File: src/rtl/fmadd_mantissa_adder_arbiter_pkg.sv
// Shared definitions for the mantissa-adder arbiter: FSM encoding, requester ids
// and the datapath width rule.
package fmadd_mantissa_adder_arbiter_pkg;

    typedef enum logic [1:0] {
        IDLE = 2'd0,
        EXEC = 2'd1,
        DONE = 2'd2
    } state_t;

    localparam logic ID_FMADD = 1'b0;
    localparam logic ID_FADD  = 1'b1;

    // Mantissa datapath holds a full product plus guard/carry room.
    function automatic int mant_width(input int man_msb);
        return 2 * man_msb + 4;
    endfunction

endpackage

File: src/rtl/fmadd_mantissa_adder_arbiter_if.sv
// Request/result handshake bundle between the two adder clients, the arbiter
// and the result consumer.
interface fmadd_mantissa_adder_arbiter_if #(
    parameter int W = 48
);
    logic         req0_valid;
    logic         req0_ready;
    logic [W-1:0] req0_mant_a;
    logic [W-1:0] req0_mant_b;
    logic         req0_eff_sub;
    logic         req0_exp_diff_chk;

    logic         req1_valid;
    logic         req1_ready;
    logic [W-1:0] req1_mant_a;
    logic [W-1:0] req1_mant_b;
    logic         req1_eff_sub;
    logic         req1_exp_diff_chk;

    logic         res_valid;
    logic         res_ready;
    logic         res_id;
    logic [W-1:0] res_mant;
    logic         res_carry;

    modport master (
        output req0_valid, req0_mant_a, req0_mant_b, req0_eff_sub, req0_exp_diff_chk,
        output req1_valid, req1_mant_a, req1_mant_b, req1_eff_sub, req1_exp_diff_chk,
        output res_ready,
        input  req0_ready, req1_ready,
        input  res_valid, res_id, res_mant, res_carry
    );

    modport slave (
        input  req0_valid, req0_mant_a, req0_mant_b, req0_eff_sub, req0_exp_diff_chk,
        input  req1_valid, req1_mant_a, req1_mant_b, req1_eff_sub, req1_exp_diff_chk,
        input  res_ready,
        output req0_ready, req1_ready,
        output res_valid, res_id, res_mant, res_carry
    );

endinterface

File: src/rtl/fmadd_mantissa_adder_arbiter_adder.sv
// Combinational mantissa adder/subtractor: returns the magnitude of A +/- B with
// the raw carry, folding a negative difference back to positive.
module FMADD_Mantissa_Addition #(
    parameter int std = 31,
    parameter int man = 22,
    parameter int exp = 7
) (
    input  logic [2*man+3:0] mant_a,
    input  logic [2*man+3:0] mant_b,
    input  logic             eff_sub,
    input  logic             exp_diff_chk,
    output logic [2*man+3:0] mant,
    output logic             carry
);

    localparam int W = 2 * man + 4;

    logic [W-1:0] inc;
    logic [W-1:0] b_adj;
    logic [W-1:0] sum;

    // The field layout must describe a real FP word: sign + exponent + mantissa.
    if (std != exp + man + 2) begin : g_format_check
        $error("FMADD_Mantissa_Addition: std/exp/man do not form a valid FP format");
    end

    // exp_diff_chk set means the aligned operand already carries its own +1.
    always_comb begin
        inc          = '0;
        inc[0]       = ~exp_diff_chk;
        b_adj        = eff_sub ? (~mant_b + inc) : mant_b;
        {carry, sum} = {1'b0, mant_a} + {1'b0, b_adj};
        mant         = (eff_sub && !carry) ? (~sum + inc) : sum;
    end

endmodule

File: src/rtl/fmadd_mantissa_adder_arbiter.sv
// Round-robin arbiter sharing one mantissa adder between the FMADD accumulate
// path (id 0) and the FADD/FSUB path (id 1), with registered operands and result.
module fmadd_mantissa_adder_arbiter
    import fmadd_mantissa_adder_arbiter_pkg::*;
#(
    parameter int std = 31,
    parameter int man = 22,
    parameter int exp = 7
) (
    input  logic clk,
    input  logic rst_l,
    fmadd_mantissa_adder_arbiter_if.slave bus,
    output logic busy
);

    localparam int W = mant_width(man);

    state_t       state;
    state_t       next_state;
    logic         rr_ptr;
    logic         grant_any;
    logic         grant_id;

    logic [W-1:0] op_a;
    logic [W-1:0] op_b;
    logic         op_eff_sub;
    logic         op_chk;
    logic         op_id;

    logic [W-1:0] sum_mant;
    logic         sum_carry;

    logic [W-1:0] res_mant_q;
    logic         res_carry_q;
    logic         res_id_q;

    logic         req0_ready_c;
    logic         req1_ready_c;
    logic         res_valid_c;

    // rr_ptr only matters on a tie; a lone requester always wins.
    always_comb begin
        grant_any = bus.req0_valid | bus.req1_valid;
        if (bus.req0_valid && bus.req1_valid) begin
            grant_id = rr_ptr;
        end else begin
            grant_id = bus.req1_valid ? ID_FADD : ID_FMADD;
        end
    end

    always_ff @(posedge clk or negedge rst_l) begin
        if (!rst_l) begin
            state <= IDLE;
        end else begin
            state <= next_state;
        end
    end

    always_comb begin
        next_state = state;
        case (state)
            IDLE:    if (grant_any) next_state = EXEC;
            EXEC:    next_state = DONE;
            DONE:    if (bus.res_ready) next_state = IDLE;
            default: next_state = IDLE;
        endcase
    end

    // Readies are withheld while reset is held so nothing is accepted into cleared flops.
    always_comb begin
        req0_ready_c = rst_l && (state == IDLE) && grant_any && (grant_id == ID_FMADD);
        req1_ready_c = rst_l && (state == IDLE) && grant_any && (grant_id == ID_FADD);
        res_valid_c  = (state == DONE);
        busy         = (state != IDLE);
    end

    always_ff @(posedge clk or negedge rst_l) begin
        if (!rst_l) begin
            rr_ptr      <= ID_FMADD;
            op_a        <= '0;
            op_b        <= '0;
            op_eff_sub  <= 1'b0;
            op_chk      <= 1'b0;
            op_id       <= 1'b0;
            res_mant_q  <= '0;
            res_carry_q <= 1'b0;
            res_id_q    <= 1'b0;
        end else begin
            if (state == IDLE && grant_any) begin
                rr_ptr <= ~grant_id;
                op_id  <= grant_id;
                if (grant_id == ID_FADD) begin
                    op_a       <= bus.req1_mant_a;
                    op_b       <= bus.req1_mant_b;
                    op_eff_sub <= bus.req1_eff_sub;
                    op_chk     <= bus.req1_exp_diff_chk;
                end else begin
                    op_a       <= bus.req0_mant_a;
                    op_b       <= bus.req0_mant_b;
                    op_eff_sub <= bus.req0_eff_sub;
                    op_chk     <= bus.req0_exp_diff_chk;
                end
            end
            if (state == EXEC) begin
                res_mant_q  <= sum_mant;
                res_carry_q <= sum_carry;
                res_id_q    <= op_id;
            end
        end
    end

    FMADD_Mantissa_Addition #(
        .std (std),
        .man (man),
        .exp (exp)
    ) u_mant_add (
        .mant_a       (op_a),
        .mant_b       (op_b),
        .eff_sub      (op_eff_sub),
        .exp_diff_chk (op_chk),
        .mant         (sum_mant),
        .carry        (sum_carry)
    );

    assign bus.req0_ready = req0_ready_c;
    assign bus.req1_ready = req1_ready_c;
    assign bus.res_valid  = res_valid_c;
    assign bus.res_id     = res_id_q;
    assign bus.res_mant   = res_mant_q;
    assign bus.res_carry  = res_carry_q;

endmodule

File: src/flat_wrapper.sv
// flat-port wrapper written by rule: the top's interface ports become plain ports
module fmadd_mantissa_adder_arbiter_flat import fmadd_mantissa_adder_arbiter_pkg::*;
#(
    parameter int std = 31,
    parameter int man = 22,
    parameter int exp = 7
)
  (clk, rst_l, busy, bus_req0_valid, bus_req0_mant_a, bus_req0_mant_b, bus_req0_eff_sub, bus_req0_exp_diff_chk, bus_req1_valid, bus_req1_mant_a, bus_req1_mant_b, bus_req1_eff_sub, bus_req1_exp_diff_chk, bus_res_ready, bus_req0_ready, bus_req1_ready, bus_res_valid, bus_res_id, bus_res_mant, bus_res_carry);
  fmadd_mantissa_adder_arbiter_if #(.W((mant_width(22)))) bus_i ();
  input  logic clk;
  input  logic rst_l;
  output logic busy;
  input wire logic [$bits(bus_i.req0_valid)-1:0] bus_req0_valid;
  input wire logic [$bits(bus_i.req0_mant_a)-1:0] bus_req0_mant_a;
  input wire logic [$bits(bus_i.req0_mant_b)-1:0] bus_req0_mant_b;
  input wire logic [$bits(bus_i.req0_eff_sub)-1:0] bus_req0_eff_sub;
  input wire logic [$bits(bus_i.req0_exp_diff_chk)-1:0] bus_req0_exp_diff_chk;
  input wire logic [$bits(bus_i.req1_valid)-1:0] bus_req1_valid;
  input wire logic [$bits(bus_i.req1_mant_a)-1:0] bus_req1_mant_a;
  input wire logic [$bits(bus_i.req1_mant_b)-1:0] bus_req1_mant_b;
  input wire logic [$bits(bus_i.req1_eff_sub)-1:0] bus_req1_eff_sub;
  input wire logic [$bits(bus_i.req1_exp_diff_chk)-1:0] bus_req1_exp_diff_chk;
  input wire logic [$bits(bus_i.res_ready)-1:0] bus_res_ready;
  output wire logic [$bits(bus_i.req0_ready)-1:0] bus_req0_ready;
  output wire logic [$bits(bus_i.req1_ready)-1:0] bus_req1_ready;
  output wire logic [$bits(bus_i.res_valid)-1:0] bus_res_valid;
  output wire logic [$bits(bus_i.res_id)-1:0] bus_res_id;
  output wire logic [$bits(bus_i.res_mant)-1:0] bus_res_mant;
  output wire logic [$bits(bus_i.res_carry)-1:0] bus_res_carry;
  assign bus_i.req0_valid = bus_req0_valid;
  assign bus_i.req0_mant_a = bus_req0_mant_a;
  assign bus_i.req0_mant_b = bus_req0_mant_b;
  assign bus_i.req0_eff_sub = bus_req0_eff_sub;
  assign bus_i.req0_exp_diff_chk = bus_req0_exp_diff_chk;
  assign bus_i.req1_valid = bus_req1_valid;
  assign bus_i.req1_mant_a = bus_req1_mant_a;
  assign bus_i.req1_mant_b = bus_req1_mant_b;
  assign bus_i.req1_eff_sub = bus_req1_eff_sub;
  assign bus_i.req1_exp_diff_chk = bus_req1_exp_diff_chk;
  assign bus_i.res_ready = bus_res_ready;
  assign bus_req0_ready = bus_i.req0_ready;
  assign bus_req1_ready = bus_i.req1_ready;
  assign bus_res_valid = bus_i.res_valid;
  assign bus_res_id = bus_i.res_id;
  assign bus_res_mant = bus_i.res_mant;
  assign bus_res_carry = bus_i.res_carry;
  fmadd_mantissa_adder_arbiter #(.std(std), .man(man), .exp(exp)) u_core (.clk(clk), .rst_l(rst_l), .bus(bus_i), .busy(busy));
endmodule
File: config.mk
export PLATFORM = sky130hd
export DESIGN_NAME = fmadd_mantissa_adder_arbiter_flat
export DESIGN_NICKNAME = d
export VERILOG_FILES = /design/src/rtl/fmadd_mantissa_adder_arbiter_pkg.sv /design/src/rtl/fmadd_mantissa_adder_arbiter_if.sv /design/src/rtl/fmadd_mantissa_adder_arbiter_adder.sv /design/src/rtl/fmadd_mantissa_adder_arbiter.sv /design/src/flat_wrapper.sv
export SDC_FILE = /design/constraint.sdc
export NUM_CORES = 1
export LEC_CHECK = 0
export CORE_ASPECT_RATIO = 1.25
export CORE_UTILIZATION = 26
export DETAILED_ROUTE_END_ITERATION = 12
export GPL_TIMING_DRIVEN = 0
export SYNTH_ARGS = -nofsm -noshare
export SYNTH_HDL_FRONTEND = slang
export SYNTH_SLANG_ARGS = --single-unit
File: constraint.sdc
create_clock -name clk -period 6.8 [get_ports clk]
set_input_delay 2.04 -clock clk [delete_from_list [all_inputs] [get_ports clk]]
set_output_delay 2.04 -clock clk [all_outputs]
set_load 0.005 [all_outputs]
==> run_results.csv, run 1 <==
group,metric,value,unit
critical_path,crit_path_max_incr_delay,0.63,ns
critical_path,critPathKind,"primary input to output port",
cts,cts_tree,"done",
synthesis,synth.avg_cell_area,8.487,sq um
critical_path,worst_setup_path_start_kind,"primary input",
timing,maxSlewViolCount,0,
timing,relSlewSlack,41.68,%
grt,grt_max_degree,91,
layout,drive_gt1_share,6.137,%
synthesis,yosys_warnings,0,
timing,max_slew.worst_pin.slew,0.8748,ns
routing,vias,11810,
critical_path,path_cells,"clkdlybuf4s50_1 > inv_1 > a211oi_1 > clkbuf_1 > clkbuf_1 > and2_1 > clkdlybuf4s50_1",
cts,clock_tree.root_cell,"clkbuf_16",
die,fp.dieH,238.9,microns
critical_path,critPathSlowestCell,"clkbuf_1",
layout,utilization,35.69,%
layout,fillCellCount,4504,
cts,worstSkewPairLatency,0.45,ns
run_status,status,"finished clean",
synthesis,ys_ff_latch,152,
cts,cts_made_buffers,17,
timing,finalHoldViolCount,0,
grt,grt_overflow,0,
cts,path_clk_slew,0.06,ns
synthesis,yosys_most_used_dff,"dfrtp_1",
synthesis,synth_area,11680,sq um
synthesis,synth_nets,1637,
synthesis,syn_inst,1376,
grt,grt_pass1_wl,66240,microns
die,core,44220,sq um
synthesis,ys_types,74,
critical_path,cp_max_fo,10,
timing,fin_crit,6.554,ns
placed_design,portBuffers,254,
critical_path,arrival,4.51,ns
timing,clock_skew,0.01025,ns
die,initial_core_util,26.40,%
timing,rsz0062_at_grt,"true",
cts,holdBufCountCts,0,
critical_path,cp.required,4.76,ns
cts,cts_max_level,4,
timing,period_share,96.39,%
placed_design,gp_congestion,0.8896,
layout,nets,1911,
synthesis,yosysSeqAreaShare,32.57,%
routing,wire_per_inst,19.54,microns
cts,cts_sinks,152,
routing,drcViolationCount,0,
timing,hold_slack,0.4763,ns
placed_design,dpl-instance-area,14970,sq um
layout,area_growth,35.18,%
timing,timing.fmax,0.1526,GHz
placed_design,dp_hpwl,35910,microns
routing,drt_wl_total,43650,microns
placed_design,post-place-ws,-0.6696,ns
timing,fin_ws,0.2457,ns
synthesis,async_flop_share,100.0,%
grt,grt_pass1_vias,11670,
routing,antenna_left,0,
die,die_w,191.6,microns
grt,antenna_found_initial,0,
die,boundaryPins,255,
layout,antenna_cells,0,
synthesis,synth_edf_count,0,
flow_run,cap_violations,0,
routing,vias_per_cell,5.286,
routing,drt-initial-drc-count,994,
critical_path,end_kind,"output port",
layout,stdcell_area,15790,sq um
grt,grt_use_total,19.03,%
routing,first_pass_iters,9,
hold_path,hold_class,"flop to flop",
die,row_count,86,
timing,setup_violations,0,
die,die_area,45770,sq um
cts,clockBufferDepth,2,
-- cell families after synthesis --
kind of cell / count (synthesis) / share of synthesized area [%]
AOI/OAI and AO/OA: 451 / 27.56
xor gates and xnor gates: 113 / 8.475
adders and majority gates: 60 / 6.493
buffers and inverters: 202 / 6.525
DFF: 152 / 32.57
muxes: 16 / 1.479
and+or+nand+nor: 382 / 16.90
-- final timing paths --
| path | slack, ns | start | to | cells after the start |
|---|---|---|---|---|
| worst max-delay path | 0.25 | bus_req0_valid | bus_req0_ready | 7 |
| worst min-delay path | 0.48 | u_core.bus.res_mant[40]$_DFFE_PN0N_ | u_core.bus.res_mant[40]$_DFFE_PN0N_ | 2 |
| worst max register to register | 0.28 | u_core.op_b[7]$_DFFE_PN0P_ | u_core.bus.res_mant[46]$_DFFE_PN0N_ | 22 |
| worst min register to register | 0.48 | u_core.bus.res_mant[40]$_DFFE_PN0N_ | u_core.bus.res_mant[40]$_DFFE_PN0N_ | 2 |
| max in group asynchronous | 4.36 | rst_l | u_core.op_b[41]$_DFFE_PN0P_ | 2 |
| min in group asynchronous | 1.54 | rst_l | u_core.op_a[1]$_DFFE_PN0P_ | 1 |
-- cells in the mapped netlist, types with 10 or more instances --
master	n	area (sq um)
dfrtp_1	152	3804
nand2_1	124	465.5
inv_1	118	442.9
o21ai_0	112	560.5
a222oi_1	98	980.9
xnor2_1	84	735.7
a21oi_1	80	400.4
clkbuf_1	77	289.0
nor2_1	68	255.2
ha_1	59	738.2
a21o_1	31	232.7
xor2_1	29	254.0
nand4_1	28	175.2
nand3_1	22	110.1
nor3_1	21	105.1
o31ai_1	18	135.1
or3_1	18	112.6
and2_1	15	93.84
or2_2	13	81.33
a211oi_1	11	82.58
and3_1	11	68.82
and4_1	11	96.34
nor4_1	11	68.82
mux2_2	10	112.6
nand2b_1	10	62.56
o211ai_1	10	75.07
or4_1	10	75.07
-- through the flow --
stage	TNS (ns)	cells
after floorplan	0	1376
after global placement	-420.94	2202
after detailed placement	-26.04	2203
after CTS	0	2233
after global routing	-0.08641	2234
final	0	2234
-- sequential cells by signal (all words and copies together) (netlist names) --
name and flops:
u_core.bus.res_carry 1, u_core.bus.res_id 1, u_core.bus.res_mant 48, u_core.op_a 48
u_core.op_b 48, u_core.op_chk 1, u_core.op_eff_sub 1, u_core.op_id 1
u_core.rr_ptr 1, u_core.state 2
-- routing by layer --
layer  GRT usage [%]  wire length (microns)  vias up
met3           2.026                   1465       58
li1                -                      -     5742
met5               0                      0        -
met1           23.55                  19050     5674
met4           8.466                   1435        0
met2           33.05                  21700      336
-- area by class of cell --
type,count,area (sq um),share of cell area [%]
inverters,118,442.9,2.806
multi-input cells,1022,7272,46.07
plain buffers,81,320.3,2.029
well taps,572,715.7,4.534
flip-flops and latches,152,3804,24.10
clock buffers,23,467.9,2.964
repair buffers,258,2594,16.43
clock inverters,8,168.9,1.070
-- cells in the final DEF (no fill, tap or decap), drive strengths merged, types with 6 or more instances in the layout --
master and instances:
or2 13, or3 18, o21a 7, inv 118, o21ai 119, dfrtp 152, o211ai 10, nand4 28
and3 11, clkdlybuf4s50 253, ha 59, a21oi 80, xor2 29, nand2 124, a31oi 9, xnor2 84
nor4 13, and2 15, nand3 22, and4 11, nor3 21, a21o 31, a222oi 98, a221oi 7
clkbuf 98, a211oi 11, buf 11, mux2i 6, mux2 10, nor2 68, or4 12, nand2b 10
o31ai 18
-- worst max-delay path: cells and delay by family --
| family | cells | cell delay [ns] |
|---|---|---|
| buffers and inverters | 5 | 2.08 |
| AO/OA/AOI/OAI | 1 | 0.19 |
| AND/OR/NAND/NOR | 1 | 0.19 |
-- repair_timing --
action | in CTS | in global routing
pin swaps | 0 | 7
endpoints found under the setup margin | 49 | 47
buffers inserted | 0 | 3
cloned | 0 | 0
gates resized for setup | 16 | 31
Power of run 1 is not shown: default switching activity piles up to over one toggle a cycle in this logic, so the estimate is an artifact.
==> run 2, diff against run 1 <==
==> constraint.sdc (replaced) <==
create_clock -name clk -period 6.8 [get_ports clk]
set_input_delay 2.04 -clock clk [delete_from_list [all_inputs] [get_ports clk]]
set_output_delay 2.04 -clock clk [all_outputs]
set_load 0.02 [all_outputs]
==> results of run 2 <==
The final DEF is identical to that of run 1. Status: finished clean.
Main changes from that run: setup slack after layout 0.2457 ns -> 0.1424 ns
Power of run 2 is left out for the same reason.
